**src/rtl/seq_divider.sv**
```systemverilog
// seq_divider: iterative signed divider, restoring division on magnitudes, one quotient bit per clock.
// Optional macro DIV_SAT_EN selects saturating results for overflow and divide-by-zero. Rev 1.0
`default_nettype none

module seq_divider #(
  parameter int WIDTH = 8
) (
  input  logic             clk,
  input  logic             rst,
  input  logic             start,
  input  logic [WIDTH-1:0] a,
  input  logic [WIDTH-1:0] b,
  output logic [WIDTH-1:0] quot,
  output logic [WIDTH-1:0] rem,
  output logic             busy,
  output logic             done,
  output logic             ovf,
  output logic             dz
);

  localparam int CW = (WIDTH > 1) ? $clog2(WIDTH) : 1;
  localparam logic [WIDTH-1:0] C_MIN = {1'b1, {(WIDTH-1){1'b0}}};
  localparam logic [WIDTH-1:0] C_MAX = {1'b0, {(WIDTH-1){1'b1}}};

  typedef enum logic [1:0] {
    IDLE = 2'd0,
    CALC = 2'd1,
    FIX  = 2'd2,
    DONE = 2'd3
  } state_t;

  state_t           state_q, state_d;
  logic [CW-1:0]    cnt_q, cnt_d;
  logic [WIDTH-1:0] dvd_q, dvd_d;    // dividend magnitude shifts out, quotient bits shift in
  logic [WIDTH-1:0] dvs_q, dvs_d;
  logic [WIDTH-1:0] prem_q, prem_d;
  logic [WIDTH-1:0] a_q, a_d;
  logic             sign_quo_q, sign_quo_d;
  logic             sign_rem_q, sign_rem_d;
  logic [WIDTH-1:0] quot_q, quot_d;
  logic [WIDTH-1:0] rem_q, rem_d;
  logic             ovf_q, ovf_d;
  logic             dz_q, dz_d;

  logic [WIDTH:0]   w_shift;
  logic             w_ge;

  // Partial remainder never exceeds |b|-1, so one extra bit covers the shifted value.
  assign w_shift = {prem_q, dvd_q[WIDTH-1]};
  assign w_ge    = (w_shift >= {1'b0, dvs_q});

  always_comb begin
    state_d    = state_q;
    cnt_d      = cnt_q;
    dvd_d      = dvd_q;
    dvs_d      = dvs_q;
    prem_d     = prem_q;
    a_d        = a_q;
    sign_quo_d = sign_quo_q;
    sign_rem_d = sign_rem_q;
    quot_d     = quot_q;
    rem_d      = rem_q;
    ovf_d      = ovf_q;
    dz_d       = dz_q;
    case (state_q)
      IDLE: begin
        if (start) begin
          dvd_d      = a[WIDTH-1] ? -a : a;
          dvs_d      = b[WIDTH-1] ? -b : b;
          a_d        = a;
          sign_quo_d = a[WIDTH-1] ^ b[WIDTH-1];
          sign_rem_d = a[WIDTH-1];
          dz_d       = (b == '0);
          ovf_d      = (a == C_MIN) && (b == '1);
          prem_d     = '0;
          cnt_d      = '0;
          state_d    = CALC;
        end
      end
      CALC: begin
        prem_d = w_ge ? WIDTH'(w_shift - {1'b0, dvs_q}) : WIDTH'(w_shift);
        dvd_d  = {dvd_q[WIDTH-2:0], w_ge};
        cnt_d  = cnt_q + CW'(1);
        if (cnt_q == CW'(WIDTH-1)) begin
          state_d = FIX;
        end
      end
      FIX: begin
        if (dz_q) begin
`ifdef DIV_SAT_EN
          quot_d = a_q[WIDTH-1] ? C_MIN : C_MAX;
`else
          quot_d = '0;
`endif
          rem_d  = a_q;
        end else if (ovf_q) begin
`ifdef DIV_SAT_EN
          quot_d = C_MAX;
`else
          quot_d = C_MIN;
`endif
          rem_d  = '0;
        end else begin
          quot_d = sign_quo_q ? -dvd_q : dvd_q;
          rem_d  = sign_rem_q ? -prem_q : prem_q;
        end
        state_d = DONE;
      end
      DONE: begin
        state_d = IDLE;
      end
      default: begin
        state_d = IDLE;
      end
    endcase
  end

  always_ff @(posedge clk or posedge rst) begin
    if (rst) begin
      state_q    <= IDLE;
      cnt_q      <= '0;
      dvd_q      <= '0;
      dvs_q      <= '0;
      prem_q     <= '0;
      a_q        <= '0;
      sign_quo_q <= 1'b0;
      sign_rem_q <= 1'b0;
      quot_q     <= '0;
      rem_q      <= '0;
      ovf_q      <= 1'b0;
      dz_q       <= 1'b0;
    end else begin
      state_q    <= state_d;
      cnt_q      <= cnt_d;
      dvd_q      <= dvd_d;
      dvs_q      <= dvs_d;
      prem_q     <= prem_d;
      a_q        <= a_d;
      sign_quo_q <= sign_quo_d;
      sign_rem_q <= sign_rem_d;
      quot_q     <= quot_d;
      rem_q      <= rem_d;
      ovf_q      <= ovf_d;
      dz_q       <= dz_d;
    end
  end

  assign quot = quot_q;
  assign rem  = rem_q;
  assign ovf  = ovf_q;
  assign dz   = dz_q;
  assign busy = (state_q != IDLE);
  assign done = (state_q == DONE);

endmodule

`default_nettype wire

```
**config.mk**
```make
export PLATFORM = sky130hd
export DESIGN_NAME = seq_divider
export DESIGN_NICKNAME = d
export VERILOG_FILES = /design/src/rtl/seq_divider.sv
export SDC_FILE = /design/constraint.sdc
export NUM_CORES = 1
export LEC_CHECK = 0
export ABC_AREA = 1
export CORE_ASPECT_RATIO = 0.6
export CORE_UTILIZATION = 51
export CTS_BUF_LIST = sky130_fd_sc_hd__clkbuf_16
export DETAILED_ROUTE_END_ITERATION = 12
export PLACE_DENSITY = 0.83
export SLEW_MARGIN = 0
export SYNTH_ARGS = -nofsm -noshare
export SYNTH_HDL_FRONTEND = slang
export SYNTH_SLANG_ARGS = --single-unit
```
**constraint.sdc**
```tcl
create_clock -name clk -period 1.78 [get_ports clk]
set_clock_uncertainty 0.1 [all_clocks]
set_input_delay 0.178 -clock clk [delete_from_list [all_inputs] [get_ports clk]]
set_output_delay 0.178 -clock clk [all_outputs]
set_load 0.03 [all_outputs]
```
==> results.yml <==
synth:
  synthDistinctLibCells: 36
  synthAdderAreaFrac: 0.0726
  ys_top_cells_by_area: "dfrtp_1 (39%), nand2_1 (13%), ha_1 (6.7%)"
  synth_top_area_share: 0.395
  synth-xor-area-share: 0.0247
  yosys.area_share.simple: 0.273
  synth_compound_area_frac: 0.144
  yosys_warnings: 0
  synth_top_family_by_area: "simple AND/OR/NAND/NOR gates"
  syn_area_um2: 3550
  synth_top_area_cell: "dfrtp_1"
  seq_area_frac_synth: 0.395
  synth_nets: 518
  muxShareOfSynthArea: 0
  postSynthCellCount: 479
  ys_seq_elements: 56
  avgSynthCellArea_um2: 7.41
place:
  gp_congestion: 0.949
  port_buffers: 38
  dpl.hpwl_mm: 7.67
  place_inst: 624
  placed_cell_area_um2: 4230
clock_tree:
  clk_pin_slew_ns: 0.07
  cts_buffers: 5
  clock-sinks: 56
  cts_tree: "done"
  cts_buffer_depth: 2
  clock-root-buffer: "clkbuf_16"
  htreeDepth: 2
  clock_latency_ns: 0.30
  hold_buffers: 0
global_route:
  grt.total_usage: 0.296
  grt_pass1_vias: 3272
  grt_pass1_wl_mm: 16.2
  grt_overflow: 0
  grt_max_degree: 44
  antenna_found_initial: 0
timing:
  fin_crit_ns: 1.77
  grt_setup_unrepaired: "true"
  finalHoldViolCount: 0
  fmax_mhz: 566
  timing.hold.ws_ns: 0.0563
  drv_slew: 0
  setup_viol_count_final: 0
  slew_headroom: 0.619
  period_share: 0.993
  setup_tns_ns: 0
  worst_slew_pin_slew_ns: 0.569
final_layout:
  final_cell_mix: "nand2_1 (116), dfrtp_1 (55), inv_1 (47), o21ai_0 (41), buf_4 (36)"
  seq_area_um2: 1400
  area_delta_synth_final_pct: 31.3
  diodes: 0
  final_cells: 635
  nets: 587
  fin_area_um2: 4660
  final_common_cell: "nand2_1"
  multi_input_area_um2: 2100
  fillers: 548
  drive_gt1_frac: 0.201
drt:
  firstDrtPassIters: 5
  wl_per_cell_um: 16.3
  wirelength_mm: 10.3
  vias: 3605
  drt_iter0_drc: 399
  drc: 0
  viasPerCell: 5.68
  postRouteAntennaNets: 0
job:
  drv_cap: 0
setup_path:
  crit-reg2reg-launch: "dvs_q[6]$_DFFE_PP0P_"
  cp_data_arrival_time_ns: 1.85
  path_class: "register to register"
  critPathCaptureType: "register"
  setup.worst_path.start: "dvs_q[6]$_DFFE_PP0P_"
  required_ns: 1.86
  start_kind: "register"
  critPathMaxFanout: 8
floorplanning:
  die-area_um2: 7310
  std_cell_rows: 23
  start_util: 0.530
  die_h_um: 66.6
  core_um2: 6710
  die-width_um: 110
  io_pins: 39
outcome:
  status: "completed"
pwr:
  power.leakage_uw: 0.00228
  p_per_area_nw_per_um2: 2120
  ir_worst_vdd_uv: 998
  p_total_uw: 9880
min_path:
  hp-class: "input pin to asynchronous set/reset pin"
## area by class of cell
cell class,instances,area share
Multi-Input combinational cell,346,0.450
Timing Repair Buffer,75,0.144
Tap cell,87,0.0233
Clock inverter,2,0.00268
Sequential cell,56,0.301
Inverter,64,0.0521
Clock buffer,5,0.0268
## cells by family after synthesis
group,after synthesis
buffers and inverters,78
and+or+nand+nor,223
xor gates and xnor gates,10
DFF,56
AOI/OAI and AO/OA,92
adders and majority gates,20
## worst paths after layout
check,end,slack [ns],cells past startpoint
max,prem_q[1]$_DFFE_PP0P_,0.01,9
min,state_q[1]$_DFFE_PP0P_,0.06,2
max reg2reg,prem_q[1]$_DFFE_PP0P_,0.01,9
min reg2reg,quot[3]$_DFFE_PP0P_,0.39,2
max in group asynchronous,prem_q[0]$_DFFE_PP0P_,0.96,3
min in group clk,quot[3]$_DFFE_PP0P_,0.39,2
## worst max-delay path, stage by stage (launching register included)
cell and delay (ns):
dfrtp_1 0.40, inv_2 0.08, ha_4 0.22, nand2_2 0.08, nand2_4 0.07, a21o_1 0.20, nor2_4 0.21, nand3_1 0.12
nand3_1 0.11, nand2_1 0.07
## where the power goes
part	switching (uW)	internal, uW	total, uW
Clock	457	513	970
Combinational	3900	2670	6570
Sequential	481	1860	2340
Total	4840	5040	9880
## cell usage after synthesis
master    instances
nand3_1          42
a22o_1            2
nand4_1           5
xor2_1            6
nand3_2           1
nor2_1           32
buf_2             5
xnor2_1           4
buf_6             3
a21oi_2           1
o21ai_2           1
nor2_2            1
ha_1             19
o21ai_1           4
fa_1              1
nor3_1            5
nand3_4           1
inv_1            59
o41ai_1           3
a22oi_1           1
or2_2             1
a21o_1            1
o31ai_1           1
a32o_1            1
nand3b_1          3
o211ai_1          5
nand2_2           2
or2_1             2
nand2_1         126
nor2_4            1
nand4_2           1
o21ai_0          41
a21oi_1          31
dfrtp_1          56
inv_2             5
clkbuf_1          6
## sequential cells by signal, summed over array words and instances (netlist names)
register	flops
rem	8
dz	1
quot	8
dvd_q	8
state_q	2
sign_quo_q	1
a_q	8
dvs_q	8
ovf	1
prem_q	8
cnt_q	3
## what timing repair did
item                       4_1_cts  5_1_grt
pin swaps                        0       15
gates resized for setup         14       52
setup endpoints to repair       11       28
buffers inserted                 0        3
gates cloned                     1        0
## per-stage QoR
step	worst slack [ns]	util
2_1_floorplan	0.0270	-
3_3_place_gp	-0.0732	0.630
3_5_place_dp	-0.125	0.630
4_1_cts	0.000527	0.662
5_1_grt	-0.0623	0.695
6_report	0.0128	0.695
## per-layer routing
| metal | up-vias | global-route usage | part of all wire |
|---|---|---|---|
| li1 | 1700 | - | - |
| met1 | 1693 | 0.461 | 0.48 |
| met2 | 202 | 0.404 | 0.41 |
| met3 | 10 | 0.0705 | 0.10 |
| met4 | 0 | 0.0650 | 0.010 |
| met5 | - | 0 | 0 |
No activity file was read; power rests on OpenSTA's default activity.
